**src/rtl/spi_word_host.sv**
```systemverilog
// spi_word_host -- SPI initiator (mode 0) that moves one p_nbits word per
// cs-low frame and returns the word captured on miso over a val/rdy port.
//
// Handshakes: a transfer happens on a rising clk edge where both val and rdy
// are high. req_rdy is high only in IDLE and never while rst is high. resp_val
// stays high with resp_msg stable until resp_rdy is seen. A req_val that
// arrives while busy is ignored, not queued.
//
// Ports:
//   clk, rst            system clock, synchronous active-high reset
//   req_val/rdy/msg     word to transmit, MSB first
//   resp_val/rdy/msg    word received on miso, MSB first
//   cs, sclk, mosi      SPI outputs (all registered), cs active-low
//   miso                SPI input, assumed already synchronised by the caller
//   busy                high in every state except IDLE
//   dbg_state           current FSM state, for observation only
module spi_word_host #(
  parameter int p_nbits   = 32,
  parameter int p_clk_div = 4,
  parameter int p_cs_gap  = 2
) (
  input  logic               clk,
  input  logic               rst,
  input  logic               req_val,
  output logic               req_rdy,
  input  logic [p_nbits-1:0] req_msg,
  output logic               resp_val,
  input  logic               resp_rdy,
  output logic [p_nbits-1:0] resp_msg,
  output logic               cs,
  output logic               sclk,
  output logic               mosi,
  input  logic               miso,
  output logic               busy,
  output logic [2:0]         dbg_state
);

  localparam int CW = $clog2(p_clk_div + 1);
  localparam int BW = $clog2(p_nbits + 1);
  localparam int GW = $clog2(p_cs_gap + 1);

  localparam logic [CW-1:0] DIV_LAST = CW'(p_clk_div - 1);
  localparam logic [BW-1:0] NBITS    = BW'(p_nbits);
  localparam logic [GW-1:0] GAP_LAST = GW'(p_cs_gap - 1);

  typedef enum logic [2:0] {
    S_IDLE  = 3'd0,
    S_SETUP = 3'd1,
    S_HIGH  = 3'd2,
    S_LOW   = 3'd3,
    S_GAP   = 3'd4,
    S_RESP  = 3'd5
  } state_t;

  state_t             state_q, state_d;
  logic [CW-1:0]      cnt_q, cnt_d;
  logic [BW-1:0]      bit_q, bit_d;
  logic [GW-1:0]      gap_q, gap_d;
  logic [p_nbits-1:0] tx_q, tx_d;
  logic [p_nbits-1:0] rx_q, rx_d;
  logic               cs_q, cs_d;
  logic               sclk_q, sclk_d;
  logic               mosi_q, mosi_d;
  logic               resp_val_q, resp_val_d;
  logic               half_done;

  assign req_rdy   = (state_q == S_IDLE) && !rst;
  assign busy      = (state_q != S_IDLE);
  assign resp_val  = resp_val_q;
  assign resp_msg  = rx_q;
  assign cs        = cs_q;
  assign sclk      = sclk_q;
  assign mosi      = mosi_q;
  assign dbg_state = state_q;
  assign half_done = (cnt_q == DIV_LAST);

  always_comb begin
    state_d    = state_q;
    cnt_d      = cnt_q;
    bit_d      = bit_q;
    gap_d      = gap_q;
    tx_d       = tx_q;
    rx_d       = rx_q;
    cs_d       = cs_q;
    sclk_d     = sclk_q;
    mosi_d     = mosi_q;
    resp_val_d = resp_val_q;
    case (state_q)
      S_IDLE: begin
        if (req_val && req_rdy) begin
          tx_d    = req_msg;
          rx_d    = '0;
          bit_d   = '0;
          cnt_d   = '0;
          cs_d    = 1'b0;
          sclk_d  = 1'b0;
          mosi_d  = req_msg[p_nbits-1];
          state_d = S_SETUP;
        end
      end
      S_SETUP: begin
        if (half_done) begin
          cnt_d   = '0;
          sclk_d  = 1'b1;
          state_d = S_HIGH;
        end else begin
          cnt_d = cnt_q + CW'(1);
        end
      end
      S_HIGH: begin
        if (half_done) begin
          cnt_d   = '0;
          rx_d    = {rx_q[p_nbits-2:0], miso};
          bit_d   = bit_q + BW'(1);
          sclk_d  = 1'b0;
          // Shift on the falling edge so mosi only moves while sclk is low.
          // Zeros fill from the bottom, so after the last bit mosi reads 0.
          tx_d    = {tx_q[p_nbits-2:0], 1'b0};
          mosi_d  = tx_q[p_nbits-2];
          state_d = S_LOW;
        end else begin
          cnt_d = cnt_q + CW'(1);
        end
      end
      S_LOW: begin
        if (half_done) begin
          cnt_d = '0;
          if (bit_q == NBITS) begin
            cs_d    = 1'b1;
            mosi_d  = 1'b0;
            gap_d   = '0;
            state_d = S_GAP;
          end else begin
            sclk_d  = 1'b1;
            state_d = S_HIGH;
          end
        end else begin
          cnt_d = cnt_q + CW'(1);
        end
      end
      S_GAP: begin
        if (gap_q == GAP_LAST) begin
          resp_val_d = 1'b1;
          state_d    = S_RESP;
        end else begin
          gap_d = gap_q + GW'(1);
        end
      end
      S_RESP: begin
        if (resp_rdy) begin
          resp_val_d = 1'b0;
          state_d    = S_IDLE;
        end
      end
      default: begin
        state_d = S_IDLE;
      end
    endcase
  end

  always_ff @(posedge clk) begin
    if (rst) begin
      state_q    <= S_IDLE;
      cnt_q      <= '0;
      bit_q      <= '0;
      gap_q      <= '0;
      tx_q       <= '0;
      rx_q       <= '0;
      cs_q       <= 1'b1;
      sclk_q     <= 1'b0;
      mosi_q     <= 1'b0;
      resp_val_q <= 1'b0;
    end else begin
      state_q    <= state_d;
      cnt_q      <= cnt_d;
      bit_q      <= bit_d;
      gap_q      <= gap_d;
      tx_q       <= tx_d;
      rx_q       <= rx_d;
      cs_q       <= cs_d;
      sclk_q     <= sclk_d;
      mosi_q     <= mosi_d;
      resp_val_q <= resp_val_d;
    end
  end

endmodule
```
**config.mk**
```make
export PLATFORM = sky130hd
export DESIGN_NAME = spi_word_host
export DESIGN_NICKNAME = d
export VERILOG_FILES = /design/src/rtl/spi_word_host.sv
export SDC_FILE = /design/constraint.sdc
export NUM_CORES = 1
export LEC_CHECK = 0
export ABC_AREA = 1
export BUFFER_PORTS_ARGS = -buffer_cell sky130_fd_sc_hd__buf_2
export CORE_ASPECT_RATIO = 0.7
export CORE_MARGIN = 5
export CORE_UTILIZATION = 45
export DETAILED_ROUTE_END_ITERATION = 8
export PLACE_DENSITY = 0.68
export SYNTH_ARGS = -nofsm -noshare
export SYNTH_HDL_FRONTEND = slang
export SYNTH_SLANG_ARGS = --single-unit
```
**constraint.sdc**
```tcl
create_clock -name clk -period 2.6 [get_ports clk]
set_input_delay 0.13 -clock clk [delete_from_list [all_inputs] [get_ports clk]]
set_output_delay 0.13 -clock clk [all_outputs]
set_load 0.005 [all_outputs]
```
After elaboration in Yosys (flattened, before gate mapping)
Cells that the tools add are included.

Multiplexer cells: 41. Equal/unequal tests: 17. $add $sub $neg: 3. Reductions and logical operators: 21.

Operators with widths (count): $mux 32 (2); $pmux 32 s2 (1); $mux 31 (2); $pmux 31 s2 (1); $mux 3 (9); $pmux 3 s6 (1); $ne 2x2->1 const B (8); $mux 1 (13); $mux 6 (2); $pmux 6 s2 (1); $reduce_and 6->1 (2); $reduce_bool 2->1 (5); $eq 3x2->1 const B (3); $reduce_and 4->1 (2); $add 6x1->6 const B (1); $eq 3x3->1 const B (2); $eq 6x6->1 const B (1); $mux 2 (3); $pmux 3 s2 (1); $reduce_and 3->1 (2); $reduce_bool 3->1 (2); $reduce_and 5->1 (1); $pmux 1 s2 (2); $pmux 1 s4 (1); 13 further kinds (14).

Input bits: 37. Logic and storage cells: 92. Register bits after elaboration: 81. Output and inout port bits: 41.

Longest topological paths before layout
Depth after elaboration: 5. Mapped depth: 11. Depth with buffers taken out: 10.

Least setup slack after synthesis
Ideal clock, no wire load.

Kind: register to register. From: register state_q[2] (netlist: dbg_state[2]). To: register rx_q[13] (netlist: resp_msg[13]). Library setup time: 132 ps. Data required time: 2468 ps. Stages on the path, launching flop included: 12. Buffers on the path: 3. Period minus slack after synthesis: 1484 ps. Arrival time: 1351 ps. Setup slack: 1116 ps. Cells stage by stage: dfxtp_1 -> buf_4 -> inv_2 -> nand2_2 -> nor2_4 -> nand2_4 -> nand2_2 -> inv_2 -> buf_6 -> buf_4 -> nand2_1 -> a21oi_1.

Cells in the longest elaborated chain, start to end: 5. Elaborated cells on any way between the ends: 9. Those cells by class: eq/ne: 3; mux: 1; reduce/logical: 5.

Ends and longest elaborated chain: start, declared (line 55) `state_t state_q, state_d;`; start signal, assigned (line 174) `state_q <= state_d;`; $logic_not 3->1 (line 67) `assign req_rdy = (state_q == S_IDLE) && !rst;`; $logic_and 1x1->1 (line 67); net req_rdy (line 25) `output logic req_rdy,`; $logic_and 1x1->1 (line 90) `if (req_val && req_rdy) begin`; $ne 2x1->1 (no line); $reduce_and 3->1 (no line); end signal, assigned (line 179) `rx_q <= rx_d;`; end, declared (line 60) `logic [p_nbits-1:0] rx_q, rx_d;`.

The timed path passes the listed nets, and every way through them passes these cells. A chain may end at the register's enable or synchronous reset.

Final worst setup path
From: register state_q[2] (netlist: dbg_state[2]). To: register rx_q[17] (netlist: resp_msg[17]).

Cells in the longest elaborated chain, start to end: 5. Elaborated cells on any way between the ends: 9. Those cells by class: eq/ne: 3; mux: 1; reduce/logical: 5.

Ends and longest elaborated chain (line): $logic_not 3->1 (67, 88); $logic_and 1x1->1 (67); $logic_and 1x1->1 (90); $ne 2x1->1 (no line); $reduce_and 3->1 (no line).

Several ways; a longest one is shown, not always the timed one.

==> run_results.csv <==
group,metric,value,unit
outcome,status,"finished, final reports clean",
final_layout,multi_input_area,1740,µm²
clock_tree,cts_buffer_depth,2,
timing,relSlewSlack,42.4,%
timing,rsz0062_at_grt,"no",
clock_tree,post_cts_resized,0,
global_routing,grt_max_degree,42,
detailed_routing,vias_per_cell,4.81,
timing,fin_crit_sh,77.2,%
worst_hold_path,hp-class,"in2reg",
critical_path,cpPeakStageDelay,560,ps
clock_tree,cts_tree,"done",
critical_path,end_kind,"flip-flop",
power,ir_worst_vdd,0.000541,V
power,p_leak,2.13,nW
final_layout,area_growth,20.7,%
global_routing,busiest_layer,"met2",
timing,fin_crit,2010,ps
final_layout,ff_latch_area,1620,µm²
worst_hold_path,hold_depth,3,
global_routing,grtUsageMet3,8.13,%
critical_path,path_class,"reg2reg",
place,globalplace.congestion,0.977,
final_layout,antennaDiodeCount,0,
synth,postSynthCellCount,544,
synth,ys.warnings.count,0,
synth,synth-seq-area-share,44.7,%
floorplanning,core,7870,µm²
synth,syn-num-nets,585,
power,power_density,998,nW/µm²
synth,avgSynthCellArea,6.67,µm²
global_routing,use_met2,25.1,%
critical_path,cp-startpoint,"dbg_state[2]",
final_layout,nFillCells,779,
timing,finalSetupTns,0,ps
detailed_routing,drt_iter0_markers,270,
final_layout,drive_gt1_share,17.8,%
timing,tightest_slew,863,ps
detailed_routing,ant_nets,0,
clock_tree,clock_latency,340,ps
critical_path,cp.required,2870,ps
detailed_routing,first_pass_iters,4,
detailed_routing,drc_errors,0,
clock_tree,h-tree-depth,3,
global_routing,grt_pass1_vias,3145,
power,finalPower,4.37,mW
global_routing,grt_pass1_wl,14700,µm
global_routing,antenna_found_initial,0,
critical_path,path_cells,"inv_2, nand2_2, nor2_4, nand2_4, nand2_2, inv_2, buf_4, nand2_1, a21oi_1",
floorplanning,die_area,9990,µm²
synth,ys_ff_latch,81,
critical_path,cp-start-kind,"flip-flop",
detailed_routing,vias,3439,
global_routing,grt-ovfl-total,0,
critical_path,crit_arrival,2270,ps
timing,finalSetupViolCount,0,
final_layout,fin_nets,651,
floorplanning,dieWidth,117,µm
critical_path,worstPathMaxFanout,24,
floorplanning,die_h,85.2,µm
worst_hold_path,min_from,"req_msg[0]",
run,cap_viol_max_count,0,
timing,final_max_slew_viol_count,0,
place,port_buffers,77,
clock_tree,numCtsBuffers,9,
timing,fmax,498,MHz
floorplanning,core.rowCount,27,
clock_tree,clkSinkCount,81,
clock_tree,cts_setup_buffers,0,
synth,ys_types,26,
clock_tree,path_clk_slew,60,ps
detailed_routing,wl_per_cell,12.2,µm
critical_path,timing.rr.start,"dbg_state[2]",
synth,syn_area,3630,µm²
detailed_routing,drt_wl_total,8710,µm
global_routing,gr-usage-met1,24.0,%
critical_path,r2r_cells,9,
global_routing,grt.total_usage,17.5,%
timing,final_hold_viol_count,0,
clock_tree,cts_hold_buf,0,
timing,clock_skew,8.64,ps
floorplanning,start_util,46.1,%
clock_tree,cts-root-buf,"clkbuf_16",
place,hpwl,5790,µm
critical_path,cp_slowest_cell,"dfxtp_1",
floorplanning,io_pins,78,
cell families after synthesis:
family          after synthesis  share of synthesized area [%]
compound gates               85                           11.9
flops                        81                           44.7
fa+ha+maj                     4                           1.38
buf+inv                      57                           7.55
simple gates                317                           34.6
flip-flops by register name, indices dropped and copies added, names as in the netlist:
register,count
cnt_q,3
mosi,1
gap_q,2
dbg_state,3
bit_q,6
resp_val,1
sclk,1
cs,1
tx_q,31
resp_msg,32
cells in the final DEF, fill, tap and decap left out, drive strengths merged:
cell type  instances
nand3             18
o211ai             1
ha                 4
nand2            196
nor3               2
a21boi             1
bufinv             3
inv               27
clkinv             3
nand3b             1
buf               84
o21ai             36
dfxtp             81
a21oi             47
nor2              99
or2                1
clkbuf            10
area by class of cell:
type / count / share of cell area, %
Tap cell: 101 / 2.88
Sequential cell: 81 / 37.0
Clock buffer: 10 / 5.45
Timing Repair Buffer: 84 / 10.3
Inverter: 28 / 2.40
Multi-Input combinational cell: 406 / 39.6
Clock inverter: 5 / 2.37
cell usage after synthesis:
master / n / area, µm²
nor3_1: 1 / 5.00
or2_2: 1 / 6.26
clkbuf_1: 13 / 48.8
o211ai_1: 1 / 7.51
clkinv_1: 1 / 3.75
o21ai_0: 21 / 105
nor3_4: 1 / 16.3
a21boi_0: 1 / 7.51
nor2_1: 97 / 364
o21ai_1: 15 / 75.1
ha_1: 4 / 50.1
nand2_2: 2 / 12.5
buf_6: 5 / 56.3
nor2_2: 1 / 6.26
nand2_4: 1 / 11.3
inv_2: 3 / 11.3
buf_1: 1 / 3.75
buf_2: 6 / 30.0
buf_4: 4 / 30.0
dfxtp_1: 81 / 1620
nor2_4: 1 / 11.3
inv_1: 24 / 90.1
nand3_1: 18 / 90.1
a21oi_1: 47 / 235
nand2_1: 193 / 724
nand3b_1: 1 / 7.51
power breakdown:
part / internal [mW] / leakage [nW] / switching (mW)
logic: 0.460 / 1.30 / 0.927
clock network: 0.958 / 0.169 / 0.491
registers: 1.41 / 0.658 / 0.127
per-stage QoR:
stage	cells	utilization, %	setup slack (ps)	hold slack [ps]	area, µm²
after floorplan	544	-	1120	277	3630
after global placement	700	51.3	761	385	4040
after detailed placement	700	51.3	629	390	4040
after CTS	715	55.7	613	24.0	4380
after global routing	715	55.7	390	45.3	4380
final	715	55.7	593	35.6	4380
path summary, 6_finish.rpt:
kind	end	slack [ps]
max	resp_msg[17]	590
min	tx_q[0]	40
max reg2reg	resp_msg[17]	590
min reg2reg	cs	450
worst max-delay path: cells and delay by family (launching register included):
family,cells,cell delay [ps]
and+or+nand+nor,5,430
AOI/OAI and AO/OA,1,130
buffers and inverters,3,810
DFF,1,560
layer usage:
layer,up-vias,routed length [µm]
met5,-,0
met3,7,668
met1,1518,4300
met4,0,81
li1,1833,-
met2,81,3660
No activity file was read; power rests on OpenSTA's default activity.
